`config.mk`:
```
export PLATFORM = sky130hd
export DESIGN_NAME = pe_opsum_collector
export DESIGN_NICKNAME = d
export VERILOG_FILES = /design/src/rtl/pe_opsum_collector.sv
export SDC_FILE = /design/constraint.sdc
export NUM_CORES = 1
export LEC_CHECK = 0
export ABC_AREA = 1
export ABC_CLOCK_PERIOD_IN_PS = 3350
export CAP_MARGIN = 20
export CORE_ASPECT_RATIO = 1.2
export CORE_MARGIN = 4
export CORE_UTILIZATION = 37
export DETAILED_ROUTE_END_ITERATION = 8
export PLACE_DENSITY_LB_ADDON = 0.12
export SKIP_LAST_GASP = 1
export SYNTH_ARGS = -nofsm -noshare
export SYNTH_HDL_FRONTEND = slang
export SYNTH_SLANG_ARGS = --single-unit
```
`constraint.sdc`:
```
create_clock -name clk -period 3.35 [get_ports clk]
set_input_delay 0.5025 -clock clk [delete_from_list [all_inputs] [get_ports clk]]
set_output_delay 0.5025 -clock clk [all_outputs]
set_load 0.01 [all_outputs]
```
`src/rtl/pe_opsum_collector.sv`:
```
// pe_opsum_collector
//   Sits beside a MAC PE and its controller. Watches the active-low select
//   lines, captures the PE result on every output-psum cycle into a small
//   FIFO, and streams the results downstream on valid/ready. The PE cannot
//   stall, so a push into a full FIFO (without a simultaneous pop) is dropped.
//   A checker FSM verifies that each output is preceded by exactly
//   kernel_size OP cycles.
//
// Ports
//   clk, rst          rising-edge clock, synchronous active-high reset
//   mult_seln         1 = ipsum path, 0 = multiplier path
//   acc_seln          1 = zero into accumulator, 0 = feedback psum
//   opsum_seln        0 = PE output valid this cycle
//   kernel_size       MACs per output (0 means 256)
//   opsum_data        PE accumulator output
//   err_clr           clears both sticky flags
//   m_data/m_valid    head-of-FIFO psum / FIFO non-empty
//   m_ready           downstream accept
//   level             FIFO occupancy
//   out_count         psums accepted into the FIFO (wraps)
//   overflow          sticky: a psum was dropped
//   proto_err         sticky: illegal select sequence seen
module pe_opsum_collector #(
    parameter int unsigned DATA_W = 16,
    parameter int unsigned DEPTH  = 4,
    parameter int unsigned CNT_W  = 16
) (
    input  logic                     clk,
    input  logic                     rst,
    input  logic                     mult_seln,
    input  logic                     acc_seln,
    input  logic                     opsum_seln,
    input  logic [7:0]               kernel_size,
    input  logic [DATA_W-1:0]        opsum_data,
    input  logic                     err_clr,
    output logic [DATA_W-1:0]        m_data,
    output logic                     m_valid,
    input  logic                     m_ready,
    output logic [$clog2(DEPTH):0]   level,
    output logic [CNT_W-1:0]         out_count,
    output logic                     overflow,
    output logic                     proto_err
);

    localparam int unsigned PTR_W = $clog2(DEPTH);
    localparam int unsigned LVL_W = PTR_W + 1;

    localparam logic [0:0] ChkWait = 1'b0;
    localparam logic [0:0] ChkRun  = 1'b1;

    logic [0:0]        state_q, state_d;
    logic [8:0]        run_cnt_q, run_cnt_d;
    logic [PTR_W-1:0]  wr_ptr_q, rd_ptr_q;
    logic [LVL_W-1:0]  level_q, level_d;
    logic [CNT_W-1:0]  cnt_q;
    logic              ovf_q, perr_q;
    logic [DATA_W-1:0] mem_q [DEPTH];

    logic [2:0] code;
    logic       is_opsum;
    logic       perr_set;
    logic [8:0] exp_run;
    logic       full;
    logic       pop;
    logic       push_ok;
    logic       ovf_set;

    assign code     = {mult_seln, acc_seln, opsum_seln};
    assign is_opsum = (code == 3'b000);
    assign exp_run  = (kernel_size == 8'd0) ? 9'd256 : {1'b0, kernel_size};

    // Checker FSM: counts OP cycles and validates the count at each OPSUM.
    always_comb begin
        state_d   = state_q;
        run_cnt_d = run_cnt_q;
        perr_set  = 1'b0;
        case (code)
            3'b001: begin
                if (state_q == ChkWait) begin
                    state_d   = ChkRun;
                    run_cnt_d = 9'd1;
                end else if (run_cnt_q != 9'd511) begin
                    run_cnt_d = run_cnt_q + 9'd1;
                end
            end
            3'b111: begin
                // IPSUM in the middle of a run aborts the run.
                if (state_q == ChkRun) begin
                    perr_set  = 1'b1;
                    state_d   = ChkWait;
                    run_cnt_d = 9'd0;
                end
            end
            3'b000: begin
                if (state_q == ChkWait || run_cnt_q != exp_run) begin
                    perr_set = 1'b1;
                end
                state_d   = ChkWait;
                run_cnt_d = 9'd0;
            end
            default: begin
                perr_set  = 1'b1;
                state_d   = ChkWait;
                run_cnt_d = 9'd0;
            end
        endcase
    end

    // FIFO control. A full FIFO still accepts a push when it pops in the
    // same cycle; the popped entry is read before the slot is overwritten.
    assign full    = (level_q == LVL_W'(DEPTH));
    assign m_valid = (level_q != '0);
    assign pop     = m_valid && m_ready;
    assign push_ok = is_opsum && (!full || pop);
    assign ovf_set = is_opsum && full && !pop;
    assign level_d = level_q + LVL_W'(push_ok) - LVL_W'(pop);

    always_ff @(posedge clk) begin
        if (rst) begin
            state_q   <= ChkWait;
            run_cnt_q <= 9'd0;
            wr_ptr_q  <= '0;
            rd_ptr_q  <= '0;
            level_q   <= '0;
            cnt_q     <= '0;
            ovf_q     <= 1'b0;
            perr_q    <= 1'b0;
            for (int i = 0; i < int'(DEPTH); i++) begin
                mem_q[i] <= '0;
            end
        end else begin
            state_q   <= state_d;
            run_cnt_q <= run_cnt_d;
            level_q   <= level_d;
            if (push_ok) begin
                mem_q[wr_ptr_q] <= opsum_data;
                wr_ptr_q        <= wr_ptr_q + PTR_W'(1);
                cnt_q           <= cnt_q + CNT_W'(1);
            end
            if (pop) begin
                rd_ptr_q <= rd_ptr_q + PTR_W'(1);
            end
            // A new error in the clearing cycle keeps the flag set.
            ovf_q  <= ovf_set  | (ovf_q  & ~err_clr);
            perr_q <= perr_set | (perr_q & ~err_clr);
        end
    end

    assign m_data    = mem_q[rd_ptr_q];
    assign level     = level_q;
    assign out_count = cnt_q;
    assign overflow  = ovf_q;
    assign proto_err = perr_q;

endmodule

```
# After elaboration in Yosys (flattened, before gate mapping)
# Memories as Yosys holds them, arrays and structs flattened. A register that Yosys moved wholly into a read port is not among the register bits.
# Cells that the tools add are included.
[word_totals]
mem_bits_ro = 0
regBits = 35
ramBits = 64
wordCells = 60
latch_bits = 0
memories = 1
inputBits = 31
[op_classes]
n_mux = 19
n_div = 0
bitwise = 6
add_sub_neg = 6
n_mul = 0
n_eq_ne = 7
reduce_logical = 13
shift = 0
magnitude_cmp = 0
[memory_table]
columns = ["memory", "depth", "word_bits", "read_ports", "rd_ports_with_merged_regs", "write_ports", "line_no", "text"]
rows = [
  ["mem_q", 4, 16, 1, 1, 4, "57", "logic [DATA_W-1:0] mem_q [DEPTH];"],
]
[ops]
columns = ["op", "count"]
rows = [
  ["$mux W9", 4],
  ["$pmux W9 S2", 1],
  ["$add A16 B1 Y16 const B", 1],
  ["$mux W16", 1],
  ["$reduce_or A16 Y1", 1],
  ["$add A9 B1 Y9 const B", 1],
  ["$mux W1", 9],
  ["$ne A9 B9 Y1", 1],
  ["$ne A9 B9 Y1 const B", 1],
  ["$logic_not A8 Y1", 1],
  ["$eq A3 B3 Y1 const B", 2],
  ["$mux W2", 3],
  ["$add A2 B1 Y2 const B", 2],
  ["$logic_and A1 B1 Y1", 4],
  ["$add A3 B1 Y3", 1],
  ["$eq A3 B1 Y1 const B", 1],
  ["$logic_not A3 Y1", 1],
  ["$ne A3 B3 Y1 const B", 1],
  ["$pmux W1 S3", 1],
  ["$reduce_bool A3 Y1", 1],
  ["$sub A3 B1 Y3", 1],
  ["$and A1 B1 Y1", 2],
  ["$logic_not A1 Y1", 2],
  ["$logic_or A1 B1 Y1", 2],
  ["other kinds (4)", 6],
]

# Longest topological paths before layout
[logic_depth]
ltp_word = 9
ltp_mapped = 13
ltp_nobuf = 13

# Worst setup path after synthesis
# Ideal clock, no wire load.
[synth_path]
kind = "input port to flip-flop"
from = "in acc_seln"
to = "mem mem_q[1][0], enable pin"
setup_ns = 0.411
t_arrival_ns = 2.193
path_buffers = 1
cell_stages = 6
slack_ns = 0.746
path_cell_list = "inv_2 -> nand2_2 -> nor2_4 -> nand2_4 -> buf_2 -> o21ai_0"
[synth_rtl]
columns = ["item", "line_no", "text"]
rows = [
  ["start, declared", "31", "input logic acc_seln,"],
  ["end, declared", "57", ""],
]

==> results by stage <==
Floorplanning:
- From bottom edge to top edge, the die measures 135 um.
- For this configuration, the core starts out at a cell density of 37.6%.
- The region available for standard cell placement spans 0.0132 mm^2.
- The area of the die is 0.0153 mm^2.
- 69 I/O pins were placed.
- The width of the die is 114 um.
- The floorplan has 46 rows.

Setup path:
- For the worst setup path, the data required time is 2.85 ns.
- The largest driver fanout on the critical path is 23.
- STA classifies the critical path endpoint as an output port.
- The critical path start-end classification is reg -> out.
- The worst setup path is launched from a flop.
- At the worst endpoint, the arrival time is 2.27 ns.

Yosys:
- The count of flip-flops with a built-in enable after synthesis is 64.
- The count of cell types in the netlist is 34.
- By count the netlist is led by 118 x nor2_1, 72 x nand2_1, 70 x inv_1.
- Synthesis produced a netlist whose cell count is 568.
- The post-synthesis net count is 605.
- During synthesis, Yosys emitted a total of 0 warnings.
- The post-synthesis instance area is 0.00495 mm^2.
- By area the synthesized netlist is led by edfxtp_1 39%, dfxtp_1 15%, nor2_1 8.9%, o21ai_0 5.6%, nand2_1 5.5%.
- In this run the mean area of a mapped cell was 8.72 um^2.
- Summed over its instances, the top area cell type makes up 38.8% of the synthesized netlist area.
- The synthesized design contains 101 register bits.
- The leading register cell type out of synthesis is edfxtp_1.
- The dominant cell by count in the synthesized netlist is nor2_1.
- The synthesized design spends more area on one cell type than any other, namely edfxtp_1.
- After synthesis, the share of flip-flops with an asynchronous set or reset is 0%.
- Sequential cells were found to cover 53.8% of the synthesized design area.

STA:
- The transition time at the pin with the least slew margin is 0.739 ns.
- The final clock period utilization by the worst path is 82.8%.
- The achievable clock frequency is 360 MHz.
- Between clock sinks in the finished design, the worst skew comes to 0.00478 ns.
- The clock period minus final worst setup slack is 2.78 ns.
- The final total negative setup slack is 0 ns.
- The final max-slew violation count is 0.
- The setup-violating endpoint count in the final report is 0.
- The relative slew slack is 50.7%.
- The hold violation total from the final report is 0.
- Setup repair after global routing left no endpoint under its margin.

Pwr:
- Across the VDD grid, the largest voltage drop is 321 uV.
- After layout, the design draws a total of 3200 uW.
- Summed over all cells, the static leakage comes to 0.00225 uW.
- The power density relative to cell area is 523 mW/mm^2.

Detailed routing:
- The starting DRC count in detailed routing is 209.
- The DRC violation count after routing is 0.
- After detailed routing, the total wire length is 11400 um.
- After detailed routing, the average wire length per cell comes to 14.0 um.
- The number of vias in the routed layout is 3892.
- The remaining antenna violation count after routing is 0.
- Before antenna repair, the detailed router went through 4 iterations.
- The via density per instance is 4.78.

Global route:
- The number of antenna violations at the first check in global routing is 0.
- The via count of the first global-routing pass came to 3859.
- Global routing used 15.4% of the available tracks.
- The first global-routing pass estimated 18800 um of wire.
- The pin count of the biggest net entering global routing is 33.
- For this run the aggregate overflow at the end of global routing stands at 0.

Clock tree:
- The clock buffer count from CTS is 9.
- The number of post-CTS setup repair buffers is 0.
- The maximum root-to-sink buffer count is 2.
- Clock-pin slew was measured on the worst setup and hold paths at 0.06 ns.
- The clock net in this run drives a total of 101 sinks.
- TritonCTS built the clock tree.
- Gates resized during post-CTS repair numbered 0.
- For this design, the CTS-stage hold fixing added 0 buffers.
- The CTS root buffer is clkbuf_16.
- The H-tree level count is 3.
- Clock latency on the worst-skew pair, taken at its later pin, is 0.33 ns.

Finish:
- The repair_antennas step left the layout with diodes totalling 0.
- The final-stage net count is 679.
- The post-layout utilization of the core is 46.4%.
- The finished cells cover 0.00611 mm^2.
- Cells with a size suffix above 1 make up 10.0% of the layout.
- The number of filler cells placed in the layout is 1282.
- Compared with the post-synthesis result, the final layout area differs by 23.4%.

Place:
- The count of input and output buffers is 68.
- After legalization and detailed placement, the total HPWL measured 7800 um.
- At the end of routability-driven placement, the weighted congestion stood at 0.854.
- The placed instances occupy a cell area of 0.00583 mm^2.

Job:
- Across the run, the number of max-cap violations was 0.

Worst hold path:
- The worst hold path belongs to the class reg -> reg.

Status:
- The run finished with clean final reports.
[path summary, 6_finish.rpt]
kind / from / to / slack [ns] / cells after the start
worst max register to register: level[2] / mem_q[0][7] / 1.09 / 10
worst min register to register: rd_ptr_q[1] / rd_ptr_q[1] / 0.48 / 2
worst max-delay path: flop / m_data[4] / 0.57 / 5
worst min-delay path: rd_ptr_q[1] / rd_ptr_q[1] / 0.48 / 2
[flip-flops by register name (all words and copies together) (netlist names), named ones only]
register	count
mem_q	64
out_count	16
run_cnt_q	9
level	3
rd_ptr_q	2
wr_ptr_q	2
overflow	1
proto_err	1
state_q	1
[worst max-delay path, cell delays in order (launching register included)]
cell	delay [ns]
dfxtp_1	0.31
inv_1	0.54
buf_4	0.28
o21ai_0	0.10
o22ai_1	0.15
clkdlybuf4s50_1	0.56
[placed cells by master, fill, tap and decap left out, types with 3 or more instances in the layout]
cell type        Yosys  layout
clkbuf_16            0       9
nand2_4              3       3
nor2_4              12      12
nor2_2               7       7
o21ai_0             55      53
clkinv_1             3       4
nand3_1             18      18
ha_1                 5       5
dfxtp_1             37      37
buf_4                0      11
nand4_1              8       8
nand2_1             72      72
o22ai_1             16      16
a21oi_1             21      21
nor2_8               3       3
clkdlybuf4s50_1      0      68
edfxtp_1            64      64
inv_2               10      10
nor2_1             118     118
inv_1               70      70
nor3_1              11      11
[cell families (layout without fill, tap and decap cells)]
family	after synthesis	in the layout	synth area share [%]
AOI/OAI and AO/OA	99	99	10.8
xor gates and xnor gates	4	4	0.708
adders and majority gates	6	6	1.67
buffers and inverters	100	179	8.46
DFF	101	101	53.8
and+or+nand+nor	258	258	24.6
[layout make-up]
cell class                 instances  area, um^2  area share, %
timing repair buffer              79         763           12.5
sequential                       101        2660           43.6
tap                              168         210           3.44
multi-input combinational        367        1870           30.6
inverter                          84         323           5.28
clock buffer                      11         233           3.81
clock inverter                     5        51.3          0.839
[routing by layer]
layer	track usage [%]	routed length (um)	part of all wire, %	vias to the layer above
met5	0	0	0	-
li1	-	-	-	2015
met2	26.3	5700	50	75
met4	3.41	90	0.79	0
met1	20.1	5060	44	1796
met3	3.18	550	4.8	6
[power by group]
group	total [uW]	switching (uW)	internal [uW]
logic	762	414	348
clock network	1010	432	575
registers	1430	40.6	1390
[through the flow]
stage                     hold WS (ns)  setup slack [ns]  cells
after global routing             0.494             0.456    815
after global placement           0.455             0.521    799
after detailed placement         0.461             0.473    799
after floorplan                  0.437             0.746    568
after CTS                        0.473             0.558    815
final                            0.476             0.575    815
Note: power is estimated with default switching activity, not from simulation.
==> variant: new RTL, same settings <==
Make the reset (`rst`) asynchronous in one clocked block. Comments in the files are not updated.
--- a/src/rtl/pe_opsum_collector.sv
+++ b/src/rtl/pe_opsum_collector.sv
@@ -115,7 +115,7 @@
     assign ovf_set = is_opsum && full && !pop;
     assign level_d = level_q + LVL_W'(push_ok) - LVL_W'(pop);
 
-    always_ff @(posedge clk) begin
+    always_ff @(posedge clk or posedge rst) begin
         if (rst) begin
             state_q   <= ChkWait;
             run_cnt_q <= 9'd0;
Function: differs if rst is asserted again (counterexample within 4 cycles, from zero or initial values and one cycle with rst high); with rst held inactive, the same outputs for 4 cycles.
==> variant against the unedited design <==
Sequential cell count shrank 2. Cell area grew 1.9%. Clock skew grew 1.9 ps. Global-route usage grew 2.2 points. Setup slack lost 130 ps. Routed wire length grew 14%. Area after synthesis grew 3.6%. Maximum frequency shrank 4.6%. Critical path type unchanged. Highest routed layer unchanged.
Power is not compared: it rests on default switching activity, and its combinational part moved more than twofold at a synthesized area within 25%.
==> variant: results (changes against the unedited design) <==
The flow ran to the end, and the final reports show no timing, DRC or antenna violations. The HPWL reported at the end of detailed placement was 8420 um (+7.9%). The total track usage came to 0.175 (+0.0216). The number of warnings issued by yosys came out at 0 (unchanged). The async set-or-reset flop fraction in the synthesized netlist is 1.00 (+1.00). The pin count of the biggest net entering global routing is 60 (+82%). The number of fill cells in the layout was 1,304 (+1.7%).

The data arrival time of the critical path came out at 2410 ps (+140 ps). The peak supply drop is 0.454 mV. The highest net fanout along the worst path came out at 18 (-22%).

The flip-flop count of the largest register, all copies and words added was 64 (unchanged). The post-cts resize count is 0 (unchanged). The met3 wire length came to 475 um (-14%). Clock tree synthesis selected as its root buffer the cell clkbuf_16. The number of nets produced by synthesis is 686 (+13%). The number of cell instances on the worst register-to-register path is 7 (-3). The total vias in the final route came out at 4,385 (+13%).

Clock-pin slew was measured on the worst setup and hold paths at roughly 70 ps. The routability congestion estimate came to 0.806 (-5.6%). Sorting the synthesized cells by area gives the leading types as dfrtp_1, nand2_1, o21ai_0, o21ai_1, nor2_1. The headroom to the max-slew limit is 0.628 (+0.121). The number of DRC markers in iteration 0 is 179 (-14%). The clock tree skew after final layout came to 6.67 ps (+1.89 ps). The H-tree level count is 3 (unchanged). The buffers inserted during post-CTS setup optimization is 0 (unchanged). The commonest cells after synthesis are nand2_1, dfrtp_1, o21ai_0, o21ai_1, nor2_1. The total of buffers placed on input and output ports is 68 (unchanged). The diode insertion count for antenna repair is 0 (unchanged). The pre-CTS setup slack came out at 652 ps (+180 ps). More flip-flops sit in one register than any other, and that register is mem_q. The leakage power came out at 2.89 nW. The maximum buffer depth of the clock tree is 2 (unchanged). The number of distinct standard cells referenced by the synthesized netlist came out at 35 (+2.9%). The met1 wire length came to 5960 um (+18%).

The highest metal layer with signal wires is met4. The initial antenna violation count is 0 (unchanged). The number of search-and-repair iterations in the first detailed-routing pass is 6 (+2). The path type of the worst min-delay path is flop to flop.

The share of post-route cells with drive strength above 1 is 0.0577 (-0.0427). The final-stage net count came to 746 (+9.9%). The hold path depth came to 2 (unchanged). The detailed-route wire length per cell is 14.8 um (+5.7%). The post-synthesis sequential area ratio came out at 0.483 (-0.0548). The wire length of the first global-routing pass is 21,800 um (+16%). The CTS buffer count came out at 9 (unchanged). The length of routed met2 wiring came out at 6350 um (+11%). The clock latency on the worst-skew pair came out at 350 ps (+20 ps).
## variant: cell count changes in the layout (fill, tap and decap cells not counted), moves of 10 or more
| cell | delta |
|---|---|
| inv_1 | -19 |
| nand2_1 | +131 |
| nor2_1 | -63 |
| dfrtp_1 | +99 |
| edfxtp_1 | -64 |
| o21ai_1 | +54 |
| dfxtp_1 | -37 |
| o21ai_0 | +15 |
| o22ai_1 | -10 |
## variant: power by group
part           internal [W]  switching (W)
registers           0.00167       0.000288
clock network      0.000675       0.000467
logic              0.000922        0.00120
## variant: cells by family (layout without fill, tap and decap cells)
group / Yosys count / count (layout) / synth area share
xor+xnor: 18 / 18 / 0.0322
fa+ha+maj: 10 / 10 / 0.0258
compound gates: 149 / 149 / 0.149
simple gates: 286 / 286 / 0.234
buf+inv: 83 / 148 / 0.0763
flops: 99 / 99 / 0.483
## variant: worst paths after layout
kind,from,to,slack (ps)
setup reg to reg,level[1],mem_q[10],1310
max in group asynchronous,rst,mem_q[46],2090
setup / recovery,rd_ptr_q[1],m_data[5],440
hold reg to reg,mem_q[46],mem_q[46],480
min in group asynchronous,rst,overflow,560
hold / removal,mem_q[46],mem_q[46],480
## variant: area by class of cell
cell class,instances,area (um^2),area share
Clock buffer,10,239,0.0383
Clock inverter,6,88.8,0.0143
Inverter,59,224,0.0359
Multi-Input combinational cell,463,2260,0.363
Sequential cell,99,2480,0.398
Tap cell,168,210,0.0337
Timing Repair Buffer,73,731,0.117
## variant: routing by layer
layer	track usage	vias to the layer above
met5	0	-
met4	0.0652	0
met3	0.0314	16
met2	0.292	79
met1	0.227	2101
li1	-	2189
## variant: worst max-delay path, cell delays in order (launching register included)
cell and delay, ps:
dfrtp_1 480, clkinv_1 340, buf_4 320, a21oi_1 130, o21ai_0 80, o21ai_0 110
clkdlybuf4s50_1 580
## variant: per-stage QoR
stage,instance area [um^2],std cells
floorplan,5130,645
global route,6230,878
finish,6230,878
CTS,6230,878
global placement,5900,862
detailed placement,5900,862
